--- src/rtl/dcache_arbiter.sv ---
// Round-robin two-port arbiter in front of the word-wide data cache, adding byte-enable writes via read-modify-write.
// Optional alignment check enabled by defining DCACHE_ARB_ALIGN_CHECK_EN.
module dcache_arbiter #(
    parameter int WIDTH     = 32,
    parameter int WIDTH_ADD = 5,
    parameter int BYTE      = 8
) (
    input  logic                    clk,
    input  logic                    rst,
    input  logic                    req0,
    input  logic                    req1,
    input  logic                    we0,
    input  logic                    we1,
    input  logic [WIDTH_ADD-1:0]    addr0,
    input  logic [WIDTH_ADD-1:0]    addr1,
    input  logic [WIDTH-1:0]        wdata0,
    input  logic [WIDTH-1:0]        wdata1,
    input  logic [WIDTH/BYTE-1:0]   be0,
    input  logic [WIDTH/BYTE-1:0]   be1,
    output logic                    gnt0,
    output logic                    gnt1,
    output logic                    done0,
    output logic                    done1,
    output logic                    err,
    output logic [WIDTH-1:0]        rdata,
    output logic [WIDTH_ADD-1:0]    cache_address,
    output logic [WIDTH-1:0]        cache_data_in,
    output logic                    cache_write_enable,
    input  logic [WIDTH-1:0]        cache_data_out
);
    localparam int LANES = WIDTH / BYTE;

    typedef enum logic [1:0] {IDLE, ACCESS, WRITE, DONE} state_t;

    state_t                 r_state;
    state_t                 w_next_state;
    logic                   r_prio;
    logic                   r_sel;
    logic                   r_we;
    logic                   r_misalign;
    logic [WIDTH-1:0]       r_wdata;
    logic [LANES-1:0]       r_be;
    logic                   r_gnt0;
    logic                   r_gnt1;
    logic                   r_done0;
    logic                   r_done1;
    logic                   r_err;
    logic [WIDTH-1:0]       r_rdata;
    logic [WIDTH_ADD-1:0]   r_cache_address;
    logic [WIDTH-1:0]       r_cache_data_in;
    logic                   r_cache_we;

    logic                   w_grant;
    logic                   w_pick;
    logic                   w_we;
    logic [WIDTH_ADD-1:0]   w_addr;
    logic [WIDTH-1:0]       w_wdata;
    logic [LANES-1:0]       w_be;
    logic                   w_misalign;
    logic                   w_partial;
    logic [WIDTH-1:0]       w_merge;

    assign w_grant = req0 || req1;
    assign w_pick  = (req0 && req1) ? r_prio : !req0;
    assign w_we    = w_pick ? we1    : we0;
    assign w_addr  = w_pick ? addr1  : addr0;
    assign w_wdata = w_pick ? wdata1 : wdata0;
    assign w_be    = w_pick ? be1    : be0;

`ifdef DCACHE_ARB_ALIGN_CHECK_EN
    assign w_misalign = |w_addr[1:0];
`else
    assign w_misalign = 1'b0;
`endif

    assign w_partial = r_we && !(&r_be) && (|r_be);

    always_comb begin
        w_merge = cache_data_out;
        for (int unsigned i = 0; i < LANES; i++) begin
            if (r_be[i]) begin
                w_merge[i*BYTE +: BYTE] = r_wdata[i*BYTE +: BYTE];
            end
        end
    end

    always_ff @(posedge clk or posedge rst) begin
        if (rst) begin
            r_state <= IDLE;
        end else begin
            r_state <= w_next_state;
        end
    end

    always_comb begin
        w_next_state = r_state;
        case (r_state)
            IDLE:    if (w_grant) w_next_state = w_misalign ? DONE : ACCESS;
            ACCESS:  w_next_state = w_partial ? WRITE : DONE;
            WRITE:   w_next_state = DONE;
            DONE:    w_next_state = IDLE;
            default: w_next_state = IDLE;
        endcase
    end

    // The merge is folded straight into the data_in register, so the
    // read-back word never needs its own storage.
    always_ff @(posedge clk or posedge rst) begin
        if (rst) begin
            r_prio          <= 1'b0;
            r_sel           <= 1'b0;
            r_we            <= 1'b0;
            r_misalign      <= 1'b0;
            r_wdata         <= '0;
            r_be            <= '0;
            r_gnt0          <= 1'b0;
            r_gnt1          <= 1'b0;
            r_done0         <= 1'b0;
            r_done1         <= 1'b0;
            r_err           <= 1'b0;
            r_rdata         <= '0;
            r_cache_address <= '0;
            r_cache_data_in <= '0;
            r_cache_we      <= 1'b0;
        end else begin
            r_gnt0     <= 1'b0;
            r_gnt1     <= 1'b0;
            r_done0    <= 1'b0;
            r_done1    <= 1'b0;
            r_err      <= 1'b0;
            r_cache_we <= 1'b0;
            case (r_state)
                IDLE: begin
                    if (w_grant) begin
                        r_sel      <= w_pick;
                        r_we       <= w_we;
                        r_wdata    <= w_wdata;
                        r_be       <= w_be;
                        r_misalign <= w_misalign;
                        r_gnt0     <= !w_pick;
                        r_gnt1     <= w_pick;
                        if (!w_misalign) begin
                            r_cache_address <= w_addr;
                            if (w_we && (&w_be)) begin
                                r_cache_data_in <= w_wdata;
                                r_cache_we      <= 1'b1;
                            end
                        end
                    end
                end
                ACCESS: begin
                    if (!r_we) begin
                        r_rdata <= cache_data_out;
                    end else if (w_partial) begin
                        r_cache_data_in <= w_merge;
                        r_cache_we      <= 1'b1;
                    end
                end
                DONE: begin
                    r_done0 <= !r_sel;
                    r_done1 <= r_sel;
                    r_err   <= r_misalign;
                    r_prio  <= !r_sel;
                    if (r_misalign) begin
                        r_rdata <= '0;
                    end
                end
                default: ;
            endcase
        end
    end

    assign gnt0               = r_gnt0;
    assign gnt1               = r_gnt1;
    assign done0              = r_done0;
    assign done1              = r_done1;
    assign err                = r_err;
    assign rdata              = r_rdata;
    assign cache_address      = r_cache_address;
    assign cache_data_in      = r_cache_data_in;
    assign cache_write_enable = r_cache_we;

endmodule

--- config.mk ---
export PLATFORM = sky130hd
export DESIGN_NAME = dcache_arbiter
export DESIGN_NICKNAME = d
export VERILOG_FILES = /design/src/rtl/dcache_arbiter.sv
export SDC_FILE = /design/constraint.sdc
export NUM_CORES = 1
export LEC_CHECK = 0
export BUFFER_PORTS_ARGS = -buffer_cell sky130_fd_sc_hd__buf_2
export CAP_MARGIN = 25
export CORE_MARGIN = 2
export CORE_UTILIZATION = 42
export CTS_CLUSTER_SIZE = 40
export DETAILED_ROUTE_END_ITERATION = 6
export GPL_ROUTABILITY_DRIVEN = 0
export PLACE_DENSITY = 0.69
export SLEW_MARGIN = 40
export SYNTH_ARGS = -nofsm -noshare
export SYNTH_HDL_FRONTEND = slang
export SYNTH_SLANG_ARGS = --single-unit
--- constraint.sdc ---
create_clock -name clk -period 4.55 [get_ports clk]
set_input_delay 0.455 -clock clk [delete_from_list [all_inputs] [get_ports clk]]
set_output_delay 0.455 -clock clk [all_outputs]
set_load 0.02 [all_outputs]
==> impl_metrics.py <==
metrics = {
    "floorplanning": {
        "rows": 42,
        "die_y_um": 119.5,
        "die_area_mm2": 0.01429,
        "core_mm2": 0.01314,
        "die_x_um": 119.5,
        "pin_count": 195,
        "initial_core_util_pct": 42.68,
    },
    "setup_path": {
        "crit_path_end_kind": "register",
        "crit_required_ns": 4.84,
        "r2r_cells": 8,
        "cp-start-kind": "register",
        "worstSetupPathType": "register to register",
        "worstPathMaxFanout": 36,
        "crit_arrival_ns": 2.92,
    },
    "placement": {
        "portBuffers": 193,
        "hpwl_mm": 9.381,
    },
    "sta": {
        "fin_crit_sh_pct": 57.91,
        "finalCriticalPeriod_ns": 2.635,
        "rsz0062_at_grt": "no",
        "hold_violations": 0,
        "tightestPinTransition_ns": 0.6915,
        "finalClockSkew_ns": 0.005775,
        "setup_viol": 0,
        "max_slew_margin_pct": 53.90,
        "timing.hold.ws_ns": 0.1216,
        "slew_viol_final": 0,
        "timing.fmax_mhz": 379.5,
        "fin_tns_setup_ns": 0,
    },
    "global_route": {
        "grt_max_degree": 86,
        "overflow": 0,
        "grt_pass1_vias": 4270,
        "grt.total_usage_pct": 19.51,
        "grt_pass1_wl_mm": 21.67,
        "antenna_found_initial": 0,
    },
    "run": {
        "maxCapViolations": 0,
    },
    "synthesis": {
        "seq_area_frac_synth_pct": 51.33,
        "synth.distinct_cells": 30,
        "ys_seq_elements": 115,
        "syn_area_per_cell_um2": 12.71,
        "synth-edff-count": 0,
        "ys_warn_count": 0,
        "synth_top_area_cell": "dfrtp_1",
        "synth-main-ff-cell": "dfrtp_1",
        "netlist_instances": 441,
        "synth_nets": 565,
        "synth_top_area_share_pct": 51.33,
        "synthTopCellsByArea": "dfrtp_1 (51%), mux2i_1 (19%), mux2_4 (8.0%)",
        "synthArstFlopShare_pct": 100.0,
        "synth.cell_area_mm2": 0.005607,
    },
    "clocking": {
        "cts_made_buffers": 17,
        "path_clk_slew_ns": 0.05,
        "cts_htree_levels": 4,
        "cts_sinks": 115,
        "clk_latency_ns": 0.41,
        "post-cts-setup-buffers": 0,
        "clockBufferDepth": 2,
        "cts-hold-fix-buffers": 0,
        "clock-root-buffer": "clkbuf_16",
        "tritoncts": "done",
        "cts_resized": 0,
    },
    "layout": {
        "drive_above_1_share_pct": 42.21,
        "area_growth_pct": 29.88,
        "fill_cells": 1153,
        "n_antenna_cell": 0,
        "seq_area_mm2": 0.002878,
        "layout_common_cells": "buf_2 (193), dfrtp_1 (115), mux2i_1 (107)",
        "layout_commonest_cell": "buf_2",
        "nets": 755,
        "multi_input_area_mm2": 0.002571,
    },
    "routing": {
        "drc": 0,
        "wl_per_cell_um": 16.34,
        "wl_mm": 13.37,
        "drtPass1Iterations": 4,
        "viasPerCell": 4.946,
        "postRouteAntennaNets": 0,
        "vias": 4046,
        "drtIter0Drc": 201,
    },
    "min_path": {
        "hp-class": "input pin to async pin",
    },
    "run_status": {
        "status": "complete, no violations",
    },
    "pwr": {
        "vdd_drop_max_mv": 0.3123,
        "leakage_nw": 3.663,
        "power.density_mw_per_mm2": 786.5,
    },
}
-- area by class of cell --
type | count | share of cell area, %
repair buffers | 200 | 14.26
flip-flops and latches | 115 | 39.52
well taps | 176 | 3.024
inverters | 3 | 0.2577
clock buffers | 25 | 6.942
clock inverters | 5 | 0.6873
multi-input cells | 294 | 35.31
-- registers in the layout, summed over array words and instances (netlist names) --
signal              cells
gnt0                    1
r_wdata                32
done0                   1
r_be                    4
r_sel                   1
rdata                  32
r_prio                  1
r_we                    1
cache_data_in          32
done1                   1
cache_write_enable      1
cache_address           5
gnt1                    1
r_state                 2
-- layer usage --
layer	share of wire [%]	vias to the layer above	global-route usage, %
met2	50	115	33.11
met5	0	-	0
met4	2.1	0	8.529
li1	-	1942	-
met3	4.8	23	4.515
met1	43	1966	23.78
-- path summary, 6_finish.rpt --
check	startpoint	end	slack, ns
min	rst	rdata[21]	0.12
max	r_state[1]	cache_data_in[23]	1.91
min in group clk	cache_data_out[19]	rdata[19]	0.28
max reg2reg	r_state[1]	cache_data_in[23]	1.91
min reg2reg	r_sel	done0	0.46
max in group asynchronous	rst	cache_data_in[1]	3.59
-- metrics by stage --
step	cell area [um2]	cells	utilization [%]	setup WS, ns	power (mW)
after floorplan	5607	441	-	1.051	3.805
after global placement	6686	786	50.90	1.879	4.382
after detailed placement	6689	786	50.91	1.745	4.507
after CTS	7244	816	55.14	1.734	5.777
after global routing	7282	818	55.43	1.735	6.081
final	7282	818	55.43	1.915	5.727
-- power breakdown --
part,internal (mW),switching (mW),leakage (nW)
clock,0.813,0.435,0.279
combinational,1.22,1.36,2.00
sequential,1.55,0.354,1.39
-- Yosys cell counts, types with 2 or more instances --
| master | number |
|---|---|
| nor2b_1 | 2 |
| clkbuf_1 | 11 |
| o21ai_1 | 45 |
| a21boi_1 | 2 |
| inv_1 | 3 |
| nand3_1 | 3 |
| dfrtp_1 | 115 |
| buf_4 | 3 |
| nor2_1 | 6 |
| mux2_4 | 30 |
| buf_2 | 11 |
| mux2_2 | 7 |
| nand2_1 | 46 |
| buf_12 | 3 |
| nand4_1 | 2 |
| mux2i_1 | 107 |
| ha_1 | 4 |
| mux2_1 | 27 |
| o211ai_1 | 2 |
| nor3_1 | 2 |
-- cells by family after synthesis --
logic type                 share of synthesized area, %
other                                           0.06689
muxes                                             33.97
AOI/OAI and AO/OA                                 5.222
buffers and inverters                             3.459
adders and majority gates                        0.8927
and+or+nand+nor                                   5.066
DFF                                               51.33
-- critical path, stage by stage, from the launching register on --
cell     delay [ns]
dfrtp_1        0.39
inv_1          0.13
ha_2           0.20
buf_4          0.54
nor2b_1        0.11
a41o_1         0.26
nand4_4        0.30
buf_12         0.26
mux2_4         0.32
Power figures use the tool's default switching activity.
